--- src/rtl/mux_scan_reg_pkg.sv ---
// Shared types and helpers for the registered scanning multiplexer.
// Latency: n/a (package). Backpressure: n/a.
// mode_e doubles as the FSM state type in the top level.
package mux_scan_pkg;

    typedef enum logic {
        MODE_MANUAL = 1'b0,
        MODE_SCAN   = 1'b1
    } mode_e;

    // Index width for n items, never narrower than one bit.
    function automatic int sel_width(input int n);
        return (n <= 2) ? 1 : $clog2(n);
    endfunction

endpackage

--- src/rtl/mux_scan_reg_if.sv ---
// Bus between the data sources/controller and the scanning multiplexer.
// Latency: n/a (wiring only). Backpressure: none, the consumer must accept every q_valid.
// master drives control and data; slave returns the registered selection.
interface mux_scan_reg_if
    import mux_scan_pkg::*;
#(
    parameter int N_CH  = 4,
    parameter int WIDTH = 1
) ();

    localparam int SELW = sel_width(N_CH);

    logic                    en;
    logic                    mode;
    logic [SELW-1:0]         sel;
    logic [N_CH*WIDTH-1:0]   d;
    logic [WIDTH-1:0]        q;
    logic [SELW-1:0]         q_ch;
    logic                    q_valid;
    logic                    wrap;
    logic                    sel_err;

    modport master (
        output en, mode, sel, d,
        input  q, q_ch, q_valid, wrap, sel_err
    );

    modport slave (
        input  en, mode, sel, d,
        output q, q_ch, q_valid, wrap, sel_err
    );

endinterface

--- src/rtl/mux_scan_reg_scan_counter.sv ---
// Dwell and channel counters that pace the automatic scan.
// Latency: ch updates on the clock after an advance. Backpressure: holds while adv_en=0.
// clr together with adv_en steps from a zeroed counter, so the entry cycle counts as dwell cycle 0.
module scan_counter
    import mux_scan_pkg::*;
#(
    parameter int N_CH  = 4,
    parameter int DWELL = 4
) (
    input  logic                          clk,
    input  logic                          rst,
    input  logic                          clr,
    input  logic                          adv_en,
    output logic [sel_width(N_CH)-1:0]    ch,
    output logic                          wrap_pulse
);

    localparam int SELW = sel_width(N_CH);
    localparam int CW   = sel_width(DWELL);

    localparam logic [SELW-1:0] CH_LAST  = SELW'(N_CH - 1);
    localparam logic [CW-1:0]   CNT_LAST = CW'(DWELL - 1);

    logic [SELW-1:0] ch_q;
    logic [SELW-1:0] base_ch;
    logic [CW-1:0]   cnt_q;
    logic [CW-1:0]   base_cnt;
    logic            wrapped_q;

    assign base_ch  = clr ? '0 : ch_q;
    assign base_cnt = clr ? '0 : cnt_q;

    // wrapped_q marks that ch has just rolled to 0 but has not been shown yet.
    always_ff @(posedge clk or posedge rst) begin
        if (rst) begin
            ch_q      <= '0;
            cnt_q     <= '0;
            wrapped_q <= 1'b0;
        end else if (adv_en) begin
            if (base_cnt == CNT_LAST) begin
                cnt_q     <= '0;
                ch_q      <= (base_ch == CH_LAST) ? '0 : base_ch + SELW'(1);
                wrapped_q <= (base_ch == CH_LAST);
            end else begin
                cnt_q     <= base_cnt + CW'(1);
                ch_q      <= base_ch;
                wrapped_q <= 1'b0;
            end
        end else if (clr) begin
            ch_q      <= '0;
            cnt_q     <= '0;
            wrapped_q <= 1'b0;
        end
    end

    assign ch         = ch_q;
    assign wrap_pulse = wrapped_q;

endmodule

--- src/rtl/mux_scan_reg.sv ---
// Registered N-channel multiplexer with manual select and timed automatic scan.
// Latency: 1 cycle from d/sel to q, all outputs registered. Backpressure: none; en=0 freezes state.
// Every word is tagged with its channel; out-of-range manual selects raise sel_err.
module mux_scan_reg
    import mux_scan_pkg::*;
#(
    parameter int N_CH  = 4,
    parameter int WIDTH = 1,
    parameter int DWELL = 4
) (
    input  logic           clk,
    input  logic           rst,
    mux_scan_reg_if.slave  bus
);

    localparam int              SELW   = sel_width(N_CH);
    localparam logic [SELW:0]   N_CH_W = (SELW + 1)'(N_CH);

    mode_e           state_q;
    mode_e           state_d;

    logic            entry;
    logic            scan_step;
    logic            in_range;
    logic [SELW-1:0] mux_sel;
    logic [WIDTH-1:0] data;
    logic [SELW-1:0] ch;
    logic            wrap_pulse;

    logic [WIDTH-1:0] q_q,       q_d;
    logic [SELW-1:0]  q_ch_q,    q_ch_d;
    logic             q_valid_q, q_valid_d;
    logic             wrap_q,    wrap_d;
    logic             sel_err_q, sel_err_d;

    scan_counter #(
        .N_CH  (N_CH),
        .DWELL (DWELL)
    ) u_scan_counter (
        .clk        (clk),
        .rst        (rst),
        .clr        (entry),
        .adv_en     (scan_step),
        .ch         (ch),
        .wrap_pulse (wrap_pulse)
    );

    always_ff @(posedge clk or posedge rst) begin
        if (rst) begin
            state_q <= MODE_MANUAL;
        end else begin
            state_q <= state_d;
        end
    end

    // The mode input decides this cycle's behaviour; state only tells us whether scan is being entered.
    always_comb begin
        state_d   = state_q;
        entry     = 1'b0;
        scan_step = 1'b0;
        mux_sel   = bus.sel;
        in_range  = 1'b0;
        data      = '0;
        q_d       = q_q;
        q_ch_d    = q_ch_q;
        q_valid_d = 1'b0;
        wrap_d    = 1'b0;
        sel_err_d = sel_err_q;

        if (bus.en) begin
            if (mode_e'(bus.mode) == MODE_SCAN) begin
                state_d   = MODE_SCAN;
                scan_step = 1'b1;
                entry     = (state_q == MODE_MANUAL);
                mux_sel   = entry ? '0 : ch;
            end else begin
                state_d   = MODE_MANUAL;
            end
        end

        in_range = ({1'b0, mux_sel} < N_CH_W);
        if (in_range) begin
            data = bus.d[int'(mux_sel) * WIDTH +: WIDTH];
        end

        if (bus.en) begin
            q_ch_d = mux_sel;
            q_d    = data;
            if (scan_step) begin
                q_valid_d = 1'b1;
                wrap_d    = wrap_pulse && !entry;
            end else begin
                q_valid_d = in_range;
                sel_err_d = !in_range;
            end
        end
    end

    always_ff @(posedge clk or posedge rst) begin
        if (rst) begin
            q_q       <= '0;
            q_ch_q    <= '0;
            q_valid_q <= 1'b0;
            wrap_q    <= 1'b0;
            sel_err_q <= 1'b0;
        end else begin
            q_q       <= q_d;
            q_ch_q    <= q_ch_d;
            q_valid_q <= q_valid_d;
            wrap_q    <= wrap_d;
            sel_err_q <= sel_err_d;
        end
    end

    assign bus.q       = q_q;
    assign bus.q_ch    = q_ch_q;
    assign bus.q_valid = q_valid_q;
    assign bus.wrap    = wrap_q;
    assign bus.sel_err = sel_err_q;

endmodule

--- src/flat_wrapper.sv ---
// flat-port wrapper written by rule: the top's interface ports become plain ports
module mux_scan_reg_flat import mux_scan_pkg::*;
#(
    parameter int N_CH  = 4,
    parameter int WIDTH = 1,
    parameter int DWELL = 4
)
  (clk, rst, bus_en, bus_mode, bus_sel, bus_d, bus_q, bus_q_ch, bus_q_valid, bus_wrap, bus_sel_err);
  mux_scan_reg_if #(.N_CH(N_CH), .WIDTH(WIDTH)) bus_i ();
  input  logic clk;
  input  logic rst;
  input wire logic [$bits(bus_i.en)-1:0] bus_en;
  input wire logic [$bits(bus_i.mode)-1:0] bus_mode;
  input wire logic [$bits(bus_i.sel)-1:0] bus_sel;
  input wire logic [$bits(bus_i.d)-1:0] bus_d;
  output wire logic [$bits(bus_i.q)-1:0] bus_q;
  output wire logic [$bits(bus_i.q_ch)-1:0] bus_q_ch;
  output wire logic [$bits(bus_i.q_valid)-1:0] bus_q_valid;
  output wire logic [$bits(bus_i.wrap)-1:0] bus_wrap;
  output wire logic [$bits(bus_i.sel_err)-1:0] bus_sel_err;
  assign bus_i.en = bus_en;
  assign bus_i.mode = bus_mode;
  assign bus_i.sel = bus_sel;
  assign bus_i.d = bus_d;
  assign bus_q = bus_i.q;
  assign bus_q_ch = bus_i.q_ch;
  assign bus_q_valid = bus_i.q_valid;
  assign bus_wrap = bus_i.wrap;
  assign bus_sel_err = bus_i.sel_err;
  mux_scan_reg #(.N_CH(N_CH), .WIDTH(WIDTH), .DWELL(DWELL)) u_core (.clk(clk), .rst(rst), .bus(bus_i));
endmodule
--- config.mk ---
export PLATFORM = sky130hd
export DESIGN_NAME = mux_scan_reg_flat
export DESIGN_NICKNAME = d
export VERILOG_FILES = /design/src/rtl/mux_scan_reg_pkg.sv /design/src/rtl/mux_scan_reg_if.sv /design/src/rtl/mux_scan_reg_scan_counter.sv /design/src/rtl/mux_scan_reg.sv /design/src/flat_wrapper.sv
export SDC_FILE = /design/constraint.sdc
export NUM_CORES = 1
export LEC_CHECK = 0
export CAP_MARGIN = 0
export CELL_PAD_IN_SITES_DETAIL_PLACEMENT = 1
export CELL_PAD_IN_SITES_GLOBAL_PLACEMENT = 1
export CORE_MARGIN = 3
export CORE_UTILIZATION = 36
export DETAILED_ROUTE_END_ITERATION = 7
export MAX_ROUTING_LAYER = met4
export PLACE_DENSITY = 0.76
export SLEW_MARGIN = 0
export SYNTH_ARGS = -nofsm -noshare
export SYNTH_HDL_FRONTEND = slang
export SYNTH_SLANG_ARGS = --single-unit
export TNS_END_PERCENT = 50
--- constraint.sdc ---
create_clock -name clk -period 2.65 [get_ports clk]
set_input_delay 0.3975 -clock clk [delete_from_list [all_inputs] [get_ports clk]]
set_output_delay 0.3975 -clock clk [all_outputs]
set_load 0.05 [all_outputs]
Yosys cells after proc, flatten, opt, wreduce, memory -nomap -nowiden. Index checks and enable logic that the tools add are counted. Widths: inputs -> output; s select.

Register bits after elaboration: 11. Input bits: 10. Output and inout port bits: 6. Logic and storage cells: 37.

$add $sub $neg: 2. Equal/unequal tests: 2. Shift-type cells: 1. Muxes and demuxes: 20. Bitwise gates (word level): 1. Reductions and logical operators: 3.

Operators with widths (count): $mux 2 (10); $mux 1 (10); $add 2x1->2 const B (2); $eq 2x2->1 const B (2); $shiftx 4x3->1 (1); $reduce_bool 2->1 (1); $logic_and 1x1->1 (1); $logic_not 1->1 (1); $not 1->1 (1).

Longest topological paths before layout.
Depth in word-level cells: 8. Depth in mapped cells: 7.

Hierarchy. Synthesis repeated with hierarchy kept, for this count alone.

Cell total of the unflattened synthesis: 45. Area, all modules: 531.8 sq um.

By module, submodules not included: mux_scan_reg (instances 1, cells each 26, area an instance 289.0 sq um); scan_counter (instances 1, cells each 19, area an instance 242.7 sq um).

Worst setup path before layout. No wires, ideal clock.

Path type: input to register. Start: input bus_en. End: register u_core.q_q (netlist: u_core.bus.q). Library setup time: 125 ps. Arrival time: 1557 ps. Data required time: 2525 ps. Slack: 968 ps. Stages on the path: 5. Buffers on the path: 1. Cells stage by stage: buf_6 > and4_1 > a21oi_1 > mux4_2 > mux2_4.

Longest elaborated chain between the ends: 2.

Ends and longest elaborated chain: start: declaration (RTL line flat_wrapper.sv:12) `input wire logic [$bits(bus_i.en)-1:0] bus_en;`; $mux 2 (RTL line mux_scan_reg.sv:70) `if (bus.en) begin`; $shiftx 4x3->1 (RTL line mux_scan_reg.sv:83) `data = bus.d[int'(mux_sel) * WIDTH +: WIDTH];`; end signal: assignment (RTL line mux_scan_reg.sv:107) `q_q <= q_d;`; end: declaration (RTL line mux_scan_reg.sv:30) `logic [WIDTH-1:0] q_q, q_d;`.

Parallel ways exist; a longest one is shown, timed or not. A chain may end at the register's enable or synchronous reset.

Worst setup path after layout. Ends and elaborated chain as after synthesis.

==> summary.txt <==
CTS
  • Clock slew seen by the registers of the worst setup and hold paths: approximately 0.08 ns
  • Worst skew pair latency: 0.28 ns
  • Cts-stage hold buffer count: 0
  • CTS sink count: 11
  • Clk root buf: clkbuf_4
  • PostCTS Resize Cnt: 0
  • Postcts setup bufs: 0
  • CTS H-Tree Depth: 1
  • Maximum clock path buffer count: 2
  • CTS tree: done
  • CTS buffer count: 3

Pwr
  • Max rail drop VDD: 373 uV
  • Pwr per Cell Area: 694 nW/um^2
  • Leakage: about 0.33 nW
  • Pwr Total: around 0.5 mW

Timing
  • Final setup viols: 0
  • Setup TNS Final: 0 ns
  • Setup Skew: 0.00310 ns
  • Tmin final: 2.05 ns
  • Slew Viols, Final: 0
  • Slew HR: 0.662
  • Period Utilization, post-route: 0.773
  • Maximum clock frequency: 488 MHz
  • Hold Fails Final Rpt: 0
  • RSZ-0062 raised after global routing: no
  • Worst-margin pin slew: 0.506 ns

Floorplan
  • Die X: approximately 45 microns
  • Die height: 45.1 microns
  • Core area: around 1400 sq um
  • Initial core utilization: 0.403
  • Die area: 2030 sq um
  • Cell Rows: 13
  • I/O pin count: 16

Layout
  • N_diodes: 0
  • Syn-to-layout area delta: 30.9%
  • Layout Nets: 80
  • Design area: 721 sq um
  • Final std cells w/o fill: 82
  • Final core utilization: 0.527
  • Share of cells above drive strength 1: 0.104
  • Fillcell total: 159

Synthesis
  • Synth warn: 0
  • Yosys top cell area share: 0.500
  • Top-count cell post-synth: dfrtp_1
  • Mapped Area: ~550 sq um
  • Async S/R FF share, synth: 1.00
  • Sequential element share of the synthesized area: 0.500
  • Area leader, netlist: dfrtp_1
  • Register bit total from synthesis: 11
  • EDFF count, synth: 0
  • Top cells by count, synth: dfrtp_1, nand2_1, a21boi_0, o21ai_0, a21oi_1
  • Syn_area_per_cell: around 11 sq um
  • Mapped Nets: between 60 and 70
  • Unique masters post-synth: 24
  • Synth area leaders: dfrtp_1, a21boi_0, ha_1
  • Mapped Cells: approximately 50
  • Primary FF master, synth: dfrtp_1

Worst setup path
  • Worst Path Max Fanout: 9
  • Worst EP arrival: 2.22 ns
  • Reg2reg path depth: 4
  • CP endpoint kind: flop
  • Crit. Startpoint: bus_en
  • Required @ worst endpoint: ~2.8 ns
  • Crit start category: primary input
  • Worst r2r src: u_core.u_scan_counter.ch[0]
  • Worst reg2reg path endpoint: u_core.bus.q
  • Classification of the worst setup path: primary input to flop
  • Reg2reg setup slack: 0.94 ns

Place
  • Gpl congestion: slightly above 0.7
  • Area after DPL: 694 sq um
  • Placed Cells: 78
  • Detailed placement HPWL: 854 microns
  • I/O Buffers: 14

Outcome
  • Outcome: finished clean

Job
  • Number of max-cap violations: 0

Route
  • DR DRC count: 0
  • Vias per cell: 5.34
  • Final WL: 1.21 mm
  • Antenna Nets Post-Route: 0
  • WL/cell: around 15 microns
  • Drt pass-1 iters: 4
  • Drt initial violations: 3
  • Routed via count: 438

Global routing
  • Overflow after GRT: 0
  • Global-route wire length before repair: 2.00 mm
  • Antenna violations before repair: 0
  • Vias in the first global route: 442
  • Tot GR Track Use: 0.153
  • Largest net degree at the start of global routing: 12

Worst hold path
  • Worst hold path class: primary input to asynchronous set/reset pin
-- cell type report --
| cell class | instances | area [sq um] | share of cell area |
|---|---|---|---|
| inverters | 2 | 7.51 | 0.0104 |
| repair buffers | 15 | 148 | 0.205 |
| flip-flops and latches | 11 | 275 | 0.382 |
| clock buffers | 4 | 26.3 | 0.0365 |
| multi-input cells | 35 | 245 | 0.340 |
| well taps | 15 | 18.8 | 0.0260 |
-- power breakdown --
part           switching (mW)  internal, mW  total (mW)
logic                  0.0796        0.0719       0.151
registers              0.0253         0.200       0.225
clock network          0.0652        0.0586       0.124
-- per-layer routing --
layer  global-route usage  up-vias  share of wire
met5                    -        -              0
met4                0.123        0          0.037
met3               0.0478        6          0.062
met2                0.203       11           0.44
met1                0.187      211           0.46
li1                     -      210              -
-- critical path, cell delays in order --
cell	delay (ns)
clkdlybuf4s50_1	0.63
nand2_2	0.17
a21oi_1	0.22
mux4_2	0.53
mux2_4	0.27
-- flip-flops by register name, summed over array words and instances, names as in the netlist --
| register | flops |
|---|---|
| u_core.u_scan_counter.cnt_q | 2 |
| u_core.bus.q_valid | 1 |
| u_core.state_q | 1 |
| u_core.u_scan_counter.wrap_pulse | 1 |
| u_core.u_scan_counter.ch | 2 |
| u_core.bus.q | 1 |
| u_core.bus.wrap | 1 |
| u_core.bus.q_ch | 2 |
-- cells in the final DEF, fill, tap and decap left out, types with 2 or more instances in the layout --
master,synthesis,routed
o21ai_0,4,4
a21boi_0,4,4
nand3_1,2,2
nor2_1,2,2
a21oi_1,3,3
nand2_1,5,5
dfrtp_1,11,11
and4_1,2,2
clkbuf_4,0,3
clkdlybuf4s50_1,0,14
inv_1,2,2
ha_1,2,2
-- worst max path at each step --
stage,end,cells after the start
after floorplan,u_core.bus.q,5
after global placement,u_core.bus.q,5
after detailed placement,u_core.bus.q,5
after CTS,u_core.bus.q,5
after global routing,u_core.bus.q,5
final,u_core.bus.q,5
-- through the flow --
stage          hold slack, ns  setup WS [ns]
4_1_cts                 0.429          0.604
3_5_place_dp            0.456          0.302
2_1_floorplan           0.250          0.968
6_report                0.408          0.600
5_1_grt                 0.435          0.515
3_3_place_gp            0.451          0.373
-- logic make-up after synthesis --
family / Yosys count / synth area share
AO/OA/AOI/OAI: 14 / 0.164
AND/OR/NAND/NOR: 15 / 0.143
adder cells (fa/ha/maj): 2 / 0.0454
flip-flops: 11 / 0.500
multiplexers: 3 / 0.0864
other: 1 / 0.00681
buffers and inverters: 5 / 0.0545
Note: power is estimated with default switching activity, not from simulation.
